===== src/rtl/maze_env_pkg.sv =====
// rtl/maze_env_pkg.sv - shared encodings for the maze environment
// Purpose: heading and command encodings, wall-bit positions in map_data.
// Ports: none (package).
package maze_env_pkg;

  typedef enum logic [1:0] {
    HEAD_N = 2'd0,
    HEAD_E = 2'd1,
    HEAD_S = 2'd2,
    HEAD_W = 2'd3
  } head_t;

  // Command as {front, turn}
  typedef enum logic [1:0] {
    CMD_HOLD  = 2'b00,
    CMD_TURN  = 2'b01,
    CMD_FRONT = 2'b10,
    CMD_BOTH  = 2'b11
  } cmd_t;

  localparam int WALL_N_BIT = 1;
  localparam int WALL_W_BIT = 0;

  // Direction on the robot's left: one quarter turn counter-clockwise
  function automatic logic [1:0] left_of(input logic [1:0] h);
    return h + 2'd3;
  endfunction

endpackage


===== src/rtl/maze_map.sv =====
// rtl/maze_map.sv - wall map storage with border forcing and two wall queries
// Purpose: holds nwall/wwall per cell, cleared on reset; answers wall(x,y,d).
// Ports: clk, rst_n; map_we/map_x/map_y/map_data write port;
//        q0_x/q0_y/q0_dir -> q0_wall and q1_x/q1_y/q1_dir -> q1_wall queries.
module maze_map
  import maze_env_pkg::*;
#(
  parameter int GRID_W = 8,
  parameter int GRID_H = 8,
  parameter int XW     = $clog2(GRID_W),
  parameter int YW     = $clog2(GRID_H)
) (
  input  logic          clk,
  input  logic          rst_n,
  input  logic          map_we,
  input  logic [XW-1:0] map_x,
  input  logic [YW-1:0] map_y,
  input  logic [1:0]    map_data,
  input  logic [XW-1:0] q0_x,
  input  logic [YW-1:0] q0_y,
  input  logic [1:0]    q0_dir,
  output logic          q0_wall,
  input  logic [XW-1:0] q1_x,
  input  logic [YW-1:0] q1_y,
  input  logic [1:0]    q1_dir,
  output logic          q1_wall
);

  localparam logic [XW-1:0] X_MAX = XW'(GRID_W - 1);
  localparam logic [YW-1:0] Y_MAX = YW'(GRID_H - 1);

  logic [GRID_H-1:0][GRID_W-1:0] nwall;
  logic [GRID_H-1:0][GRID_W-1:0] wwall;

  always_ff @(posedge clk) begin
    if (!rst_n) begin
      nwall <= '0;
      wwall <= '0;
    end else if (map_we) begin
      nwall[map_y][map_x] <= map_data[WALL_N_BIT];
      wwall[map_y][map_x] <= map_data[WALL_W_BIT];
    end
  end

  // Border walls are applied here rather than stored, so no write can open them.
  // S and E look at the neighbour cell, whose own N/W bit is never a border bit.
  function automatic logic wall_q(
    input logic [GRID_H-1:0][GRID_W-1:0] nw,
    input logic [GRID_H-1:0][GRID_W-1:0] ww,
    input logic [XW-1:0]                 x,
    input logic [YW-1:0]                 y,
    input logic [1:0]                    d
  );
    logic r;
    r = 1'b1;
    case (head_t'(d))
      HEAD_N: r = (y == '0) | nw[y][x];
      HEAD_W: r = (x == '0) | ww[y][x];
      HEAD_S: r = (y == Y_MAX) ? 1'b1 : nw[y + YW'(1)][x];
      HEAD_E: r = (x == X_MAX) ? 1'b1 : ww[y][x + XW'(1)];
      default: r = 1'b1;
    endcase
    return r;
  endfunction

  always_comb begin
    q0_wall = wall_q(nwall, wwall, q0_x, q0_y, q0_dir);
    q1_wall = wall_q(nwall, wwall, q1_x, q1_y, q1_dir);
  end

endmodule


===== src/rtl/maze_env.sv =====
// rtl/maze_env.sv - robot world: pose, sensors, command decode, completion
// Purpose: applies front/turn commands to the robot pose on an 8x8 walled grid
//          and produces the wall sensors, bump/cmd_err pulses, done, step count.
// Ports: clk, rst_n; front, turn commands; map_we/map_x/map_y/map_data wall
//        writes; front_sensor, left_sensor; pos_x, pos_y, heading; bump,
//        cmd_err, done, step_count.
module maze_env
  import maze_env_pkg::*;
#(
  parameter int         GRID_W    = 8,
  parameter int         GRID_H    = 8,
  parameter int         START_X   = 0,
  parameter int         START_Y   = 0,
  parameter logic [1:0] START_DIR = 2'd1,
  parameter int         EXIT_X    = 7,
  parameter int         EXIT_Y    = 7,
  parameter int         XW        = $clog2(GRID_W),
  parameter int         YW        = $clog2(GRID_H)
) (
  input  logic          clk,
  input  logic          rst_n,
  input  logic          front,
  input  logic          turn,
  input  logic          map_we,
  input  logic [XW-1:0] map_x,
  input  logic [YW-1:0] map_y,
  input  logic [1:0]    map_data,
  output logic          front_sensor,
  output logic          left_sensor,
  output logic [XW-1:0] pos_x,
  output logic [YW-1:0] pos_y,
  output logic [1:0]    heading,
  output logic          bump,
  output logic          cmd_err,
  output logic          done,
  output logic [15:0]   step_count
);

  localparam logic [XW-1:0] EXIT_XV       = XW'(EXIT_X);
  localparam logic [YW-1:0] EXIT_YV       = YW'(EXIT_Y);
  localparam logic          START_AT_EXIT = (START_X == EXIT_X) && (START_Y == EXIT_Y);

  logic [1:0]    left_dir;
  logic [XW-1:0] next_x;
  logic [YW-1:0] next_y;
  logic          next_at_exit;
  logic [15:0]   step_inc;

  assign left_dir = left_of(heading);

  maze_map #(
    .GRID_W(GRID_W),
    .GRID_H(GRID_H),
    .XW    (XW),
    .YW    (YW)
  ) u_map (
    .clk     (clk),
    .rst_n   (rst_n),
    .map_we  (map_we),
    .map_x   (map_x),
    .map_y   (map_y),
    .map_data(map_data),
    .q0_x    (pos_x),
    .q0_y    (pos_y),
    .q0_dir  (heading),
    .q0_wall (front_sensor),
    .q1_x    (pos_x),
    .q1_y    (pos_y),
    .q1_dir  (left_dir),
    .q1_wall (left_sensor)
  );

  // Candidate cell one step ahead; only used when front_sensor says it is open.
  always_comb begin
    next_x = pos_x;
    next_y = pos_y;
    case (head_t'(heading))
      HEAD_N: next_y = pos_y - YW'(1);
      HEAD_E: next_x = pos_x + XW'(1);
      HEAD_S: next_y = pos_y + YW'(1);
      HEAD_W: next_x = pos_x - XW'(1);
      default: ;
    endcase
    next_at_exit = (next_x == EXIT_XV) && (next_y == EXIT_YV);
    step_inc     = (step_count == 16'hFFFF) ? step_count : step_count + 16'd1;
  end

  always_ff @(posedge clk) begin
    if (!rst_n) begin
      pos_x      <= XW'(START_X);
      pos_y      <= YW'(START_Y);
      heading    <= START_DIR;
      bump       <= 1'b0;
      cmd_err    <= 1'b0;
      done       <= START_AT_EXIT;
      step_count <= '0;
    end else begin
      bump    <= 1'b0;
      cmd_err <= 1'b0;
      if (!done) begin
        case (cmd_t'({front, turn}))
          // Both strobes together resolve to a turn and flag the conflict.
          CMD_TURN, CMD_BOTH: begin
            heading    <= heading + 2'd1;
            step_count <= step_inc;
            cmd_err    <= front;
          end
          CMD_FRONT: begin
            if (front_sensor) begin
              bump <= 1'b1;
            end else begin
              pos_x      <= next_x;
              pos_y      <= next_y;
              step_count <= step_inc;
              done       <= next_at_exit;
            end
          end
          default: ;
        endcase
      end
    end
  end

endmodule


===== config.mk =====
export PLATFORM = sky130hd
export DESIGN_NAME = maze_env
export DESIGN_NICKNAME = d
export VERILOG_FILES = /design/src/rtl/maze_env_pkg.sv /design/src/rtl/maze_map.sv /design/src/rtl/maze_env.sv
export SDC_FILE = /design/constraint.sdc
export NUM_CORES = 1
export LEC_CHECK = 0
export CAP_MARGIN = 40
export CORE_MARGIN = 2
export CORE_UTILIZATION = 45
export CTS_CLUSTER_DIAMETER = 150
export DETAILED_ROUTE_END_ITERATION = 16
export GPL_ROUTABILITY_DRIVEN = 0
export GPL_TIMING_DRIVEN = 1
export PLACE_DENSITY_LB_ADDON = 0.05
export SLEW_MARGIN = 20
export SYNTH_ARGS = -nofsm -noshare
export SYNTH_HDL_FRONTEND = slang
export SYNTH_SLANG_ARGS = --single-unit

===== constraint.sdc =====
create_clock -name clk -period 4.6 [get_ports clk]
set_input_delay 1.15 -clock clk [delete_from_list [all_inputs] [get_ports clk]]
set_output_delay 1.15 -clock clk [all_outputs]
set_load 0.05 [all_outputs]

After elaboration in Yosys (flattened, before gate mapping)
Index checks and enable logic that the tools add are counted.
{"block": "totals", "register_bits": 155, "out_inout_bits": 29, "word_cells": 107}
{"block": "classes", "add_sub_neg": 7, "n_lt_le_gt_ge": 8, "eq_ne": 15, "mux": 33, "bitwise_logic": 7, "n_reduce_logical": 14}
{"cell": "64-bit bitwise mux", "count": 2}
{"cell": "8-bit binary-select mux with 3-bit select", "count": 3}
{"cell": "16-bit 2-to-1 mux", "count": 2}
{"cell": "8-bit 2-to-1 mux", "count": 4}
{"cell": "16-bit case mux with 2 select lines", "count": 1}
{"cell": "8-bit demux with 3-bit select", "count": 1}
{"cell": "3-bit by 4-bit less-than comparator with 1-bit output, second input constant", "count": 6}
{"cell": "16-bit by 1-bit adder with 16-bit output, second input constant", "count": 1}
{"cell": "16-bit equality test, second input constant", "count": 1}
{"cell": "1-bit binary-select mux with 3-bit select", "count": 4}
{"cell": "2-bit equality test, second input constant", "count": 6}
{"cell": "3-bit equality test, second input constant", "count": 4}
{"cell": "3-bit case mux with 2 select lines", "count": 2}
{"cell": "1-bit 2-to-1 mux", "count": 11}
{"cell": "1-bit case mux with 4 select lines", "count": 2}
{"cell": "3-bit by 1-bit adder with 3-bit output, second input constant", "count": 2}
{"cell": "2-bit by 1-bit equality test with 1-bit output, second input constant", "count": 3}
{"cell": "3-bit by 1-bit >= comparator with 1-bit output, second input constant", "count": 2}
{"cell": "3-bit logical NOT", "count": 2}
{"cell": "3-bit AND reduction", "count": 2}
{"cell": "3-bit OR reduction", "count": 2}
{"cell": "3-bit by 1-bit subtractor with 3-bit output, second input constant", "count": 2}
{"cell": "1-bit NOT", "count": 5}
{"cell": "2-bit logical NOT", "count": 2}
{"cell": "9 further kinds", "count": 12}

Logic depth before layout (Yosys ltp)
{"block": "depth", "ltp_word": 10, "depth_mapped": 17, "mapped_depth_nobuf": 12}

Hierarchy
Synthesis repeated with hierarchy kept, for this count alone.
{"block": "hier_totals", "cells_unflattened": 1139, "hier_area_um2": 10520.1}
{"mod": "maze_map", "instances": 1, "cells_each": 960, "area_each_um2": 8991.1, "seq_area_each_um2": 2562.5}
{"mod": "maze_env", "instances": 1, "cells_each": 179, "area_each_um2": 1529.0, "seq_area_each_um2": 540.5}

Worst setup path after synthesis
Ideal clock, no wire load.
{"block": "synth_timing", "path_type": "reg-to-output", "from": "register pos_y[1]", "to": "output port left_sensor", "arrival_time_ns": 4.385, "required_time_ns": 3.450, "setup_slack_ns": -0.935, "stages_incl_launch_ff": 16, "path_cell_list": "dfxtp_1 buf_6 clkbuf_1 clkbuf_1 inv_1 ha_1 buf_2 clkbuf_1 mux2_2 o31ai_1 o221ai_1 and4_1 or3_1 a222oi_1 nor2b_1 a41oi_1"}
{"block": "synth_via", "elab_chain_cells": 7, "elab_cells_between_ends": 22, "classes_between": "add/sub: 1; eq/ne: 1; mux: 17; bitwise: 2; reduce/logical: 1"}
{"item": "start: declaration", "line_no": "maze_env.sv:31", "source": "output logic [YW-1:0] pos_y,"}
{"item": "start signal: assignment", "line_no": "maze_env.sv:91", "source": "pos_y <= YW'(START_Y);"}
{"item": "start signal: assignment", "line_no": "maze_env.sv:113", "source": "pos_y <= next_y;"}
{"item": "3-bit by 1-bit adder with 3-bit output", "line_no": "maze_map.sv:59", "source": "HEAD_S: r = (y == Y_MAX) ? 1'b1 : nw[y + YW'(1)][x];"}
{"item": "8-bit binary-select mux with 3-bit select", "line_no": "maze_map.sv:59"}
{"item": "8-bit 2-to-1 mux (implied by the code)", "line_no": "maze_map.sv:59"}
{"item": "1-bit binary-select mux with 3-bit select", "line_no": "maze_map.sv:59"}
{"item": "1-bit 2-to-1 mux (implied by the code)", "line_no": "maze_map.sv:59"}
{"item": "1-bit 2-to-1 mux", "line_no": "maze_map.sv:59"}
{"item": "1-bit case mux with 4 select lines *", "line_no": "maze_map.sv:56", "source": "case (head_t'(d))"}
{"item": "end: declaration", "line_no": "maze_env.sv:29", "source": "output logic left_sensor,"}
Every way passes the cells marked *; elsewhere a longest branch is shown, timed or not. The select of a mux whose other input is x is not followed.

Final worst setup path
{"block": "layout_timing", "from": "register pos_y[0]", "to": "output port left_sensor"}
Same word-level chain as after synthesis.

==> results.yml <==
status:
  status: "finished clean"
pwr:
  total_power_mw: 3.22
  cell_internal_pwr_mw: 2.32
  power.leakage_nw: 3.20
  clockPowerShare: 0.443
  pwr_density_cell_mw_per_mm2: 325
  irDropWorstVdd_v: 0.000252
  sw_frac_of_total: 0.278
  p_seq_frac: 0.427
  comb_power_share: 0.130
  switchingPower_mw: 0.894
drt:
  drtAntennaViolNets: 0
  first_pass_iters: 5
  viasPerCell: 5.89
  wl_per_cell_microns: 19.5
  wl_mm: 25.2
  dr_total_vias: 7610
  drt_first_iter_violations: 777
  drc_errors: 0
clocking:
  tritoncts: "yes"
  cts_hold_buf: 0
  cts_sinks: 155
  ctsLongestPathBuffers: 2
  h-tree-depth: 4
  root_buffer: "clkbuf_16"
  clk_pin_slew_ns: 0.07
  clk_latency_ns: 0.44
  cts_buffers: 17
yosys:
  synth_edf_count: 0
  ys_ff_latch: 155
  synth_fp_nets: 1061
  synth_area_per_cell_sq_um: 8.25
  netlist_instances: 1033
  synth_ff_type: "dfxtp_1"
  synth_cell_types: 61
  syn-cell-area_sq_mm: 0.00852
  yosys_warnings: 0
  synthArstFlopShare: 0
  seq_area_frac_synth: 0.364
placement:
  place_hpwl_mm: 17.5
  port_buffers: 41
grt:
  antenna_found_initial: 0
  grt_overflow_total: 0
  grt_use_total: 0.257
  grt_pass1_vias: 6927
  grt_max_degree: 65
  grt_pass1_wl_mm: 39.9
worst_setup_path:
  cp.arrival_ns: 3.40
  rr_startpoint: "pos_y[0]"
  cp_max_fo: 5
  cp_slowest_cell: "mux4_2"
  path_common_cell: "mux4_2"
  cp_cell_sequence: "buf_4 -> buf_12 -> mux4_2 -> mux4_2 -> or4_1 -> and3_1 -> a222oi_1 -> nor2b_2 -> a41oi_2 -> buf_6"
  worstPathRequired_ns: 3.45
  crit_type: "register to primary output"
  crit_path_max_incr_delay_ns: 0.49
  cp-startpoint: "pos_y[0]"
  crit_path_start_kind: "register"
  endpoint_kind: "primary output"
sta:
  slew_viol_final: 0
  final_min_period_over_clock_period: 0.988
  skew_ns: 0.0137
  layout_min_cycle_time_ns: 4.55
  slew_headroom: 0.407
  finalHoldViolCount: 0
  rsz0062_at_grt: "yes"
  max_freq_mhz: 220
  max_slew.worst_pin.slew_ns: 0.886
  setup_viol: 0
layout:
  layout.nets: 1074
  syn_to_final_growth_pct: 16.4
  n_antenna_cell: 0
  final_layout_size_suffix_gt1_frac: 0.156
  num-fill-cells: 1760
  final_util: 0.532
hold_path:
  hp-class: "register to register"
  min_from: "u_map.wwall[48]"
flow_run:
  max_cap_viol_count: 0
die:
  die-area_sq_mm: 0.0200
  core_area_sq_mm: 0.0186
  row_count: 50
  die_x_microns: 142
  ios: 42
  initial_core_util: 0.457
  die_h_microns: 142
-- Yosys cell counts, drive strengths merged (3+ instances only) --
library cell  count  area (sq um)
or2               5          31.3
ha               15           188
nor2             61           229
mux2i            31           310
nor3b             3          22.5
nor2b            14          87.6
o21ai            39           195
a21oi           136           684
nand4             6          37.5
inv              12          45.0
a41oi             4          35.0
nand3           102           510
buf              20           113
a211oi            4          40.0
nand2           204           766
xnor2             9          78.8
dfxtp           155          3100
a2111oi           4          53.8
nor3              7          35.0
and3             12          75.1
a22oi             6          45.0
o31a              3          26.3
and2              3          18.8
nand2b           14          87.6
clkbuf           70           263
or4               3          22.5
mux4             44           991
mux2             13           154
o31ai             4          30.0
-- stage by stage --
step	setup TNS [ns]	worst slack (ns)	std cells	area (sq um)	hold WS (ns)
CTS	0	0.0445	1292	9850	0.455
global route	-0.127	-0.127	1293	9910	0.470
global placement	0	0.401	1253	9160	0.440
floorplan	0	0.0510	1033	8550	0.433
finish	0	0.0543	1293	9910	0.455
detailed placement	0	0.369	1256	9190	0.446
-- layout by cell type, fill, tap and decap left out, types with 3 or more instances in the layout --
cell type	n
nand2_1	204
dfxtp_1	153
a21oi_1	135
nand3_1	102
nor2_1	58
mux4_2	44
o21ai_0	39
clkdlybuf4s50_1	37
buf_4	36
mux2i_1	30
clkbuf_16	17
nand2b_1	14
nor2b_1	13
and3_1	12
ha_1	12
mux2_2	11
inv_1	10
xnor2_1	9
a22oi_1	6
nand4_1	6
or2_2	5
buf_12	5
nor3_1	4
inv_6	4
buf_6	4
a2111oi_0	3
and2_1	3
o31a_1	3
a41oi_1	3
or4_1	3
nor2_2	3
o31ai_1	3
nor3b_2	3
nor3_2	3
-- sequential cells by signal (all words and copies together) (netlist names) --
signal and flops:
bump 1, cmd_err 1, done 1, heading 2, pos_x 3, pos_y 3, step_count 16, u_map.nwall 64
u_map.wwall 64
-- final timing paths --
check | endpoint | slack [ns] | cells after the start
setup / recovery | left_sensor | 0.05 | 10
hold / removal | u_map.wwall[48] | 0.46 | 2
hold reg to reg | u_map.wwall[48] | 0.46 | 2
setup reg to reg | step_count[9] | 0.75 | 10
-- routing by layer --
layer  share of wire  global-route usage  up-vias
met3           0.055              0.0388       33
met1            0.47               0.377     3643
li1                -                   -     3687
met2            0.46               0.398      247
met4           0.013              0.0658        0
met5               0                   0        -
-- final cells by class --
class,count,area (sq um),area share
Multi-Input combinational cell,775,5070,0.512
Tap cell,234,293,0.0295
Timing Repair Buffer,84,796,0.0803
Clock inverter,12,138,0.0139
Sequential cell,155,3110,0.314
Inverter,13,53.8,0.00543
Clock buffer,20,447,0.0451
-- power by group through the flow --
stage	logic [mW]	registers [mW]	clock network (mW)
floorplan	0.247	1.43	0
global placement	0.393	1.41	0
detailed placement	0.397	1.41	0
CTS	0.409	1.37	1.45
global route	0.451	1.38	1.50
finish	0.420	1.37	1.43
-- timing repair --
action / 4_1_cts / 5_1_grt
hold endpoints to repair: 0 / 0
buffers inserted: 4 / 0
setup endpoints to repair: 2 / 2
pin swaps: 0 / 6
resized for setup: 7 / 10
-- critical path, delay by kind of cell (launching register included) --
kind | cells | cell delay (ns)
buffers and inverters | 3 | 0.44
muxes | 2 | 0.97
DFF | 1 | 0.39
AOI/OAI and AO/OA | 2 | 0.34
and+or+nand+nor | 3 | 0.81
-- cell families (layout without fill, tap and decap cells) --
| family | count (synthesis) | count (layout) | share of synthesized area |
|---|---|---|---|
| mux | 88 | 88 | 0.171 |
| fa+ha+maj | 15 | 15 | 0.0220 |
| simple gates | 444 | 444 | 0.235 |
| xor+xnor | 10 | 10 | 0.0103 |
| flops | 155 | 155 | 0.364 |
| buf+inv | 103 | 129 | 0.0498 |
| compound gates | 218 | 218 | 0.148 |
Power figures use the tool's default switching activity.
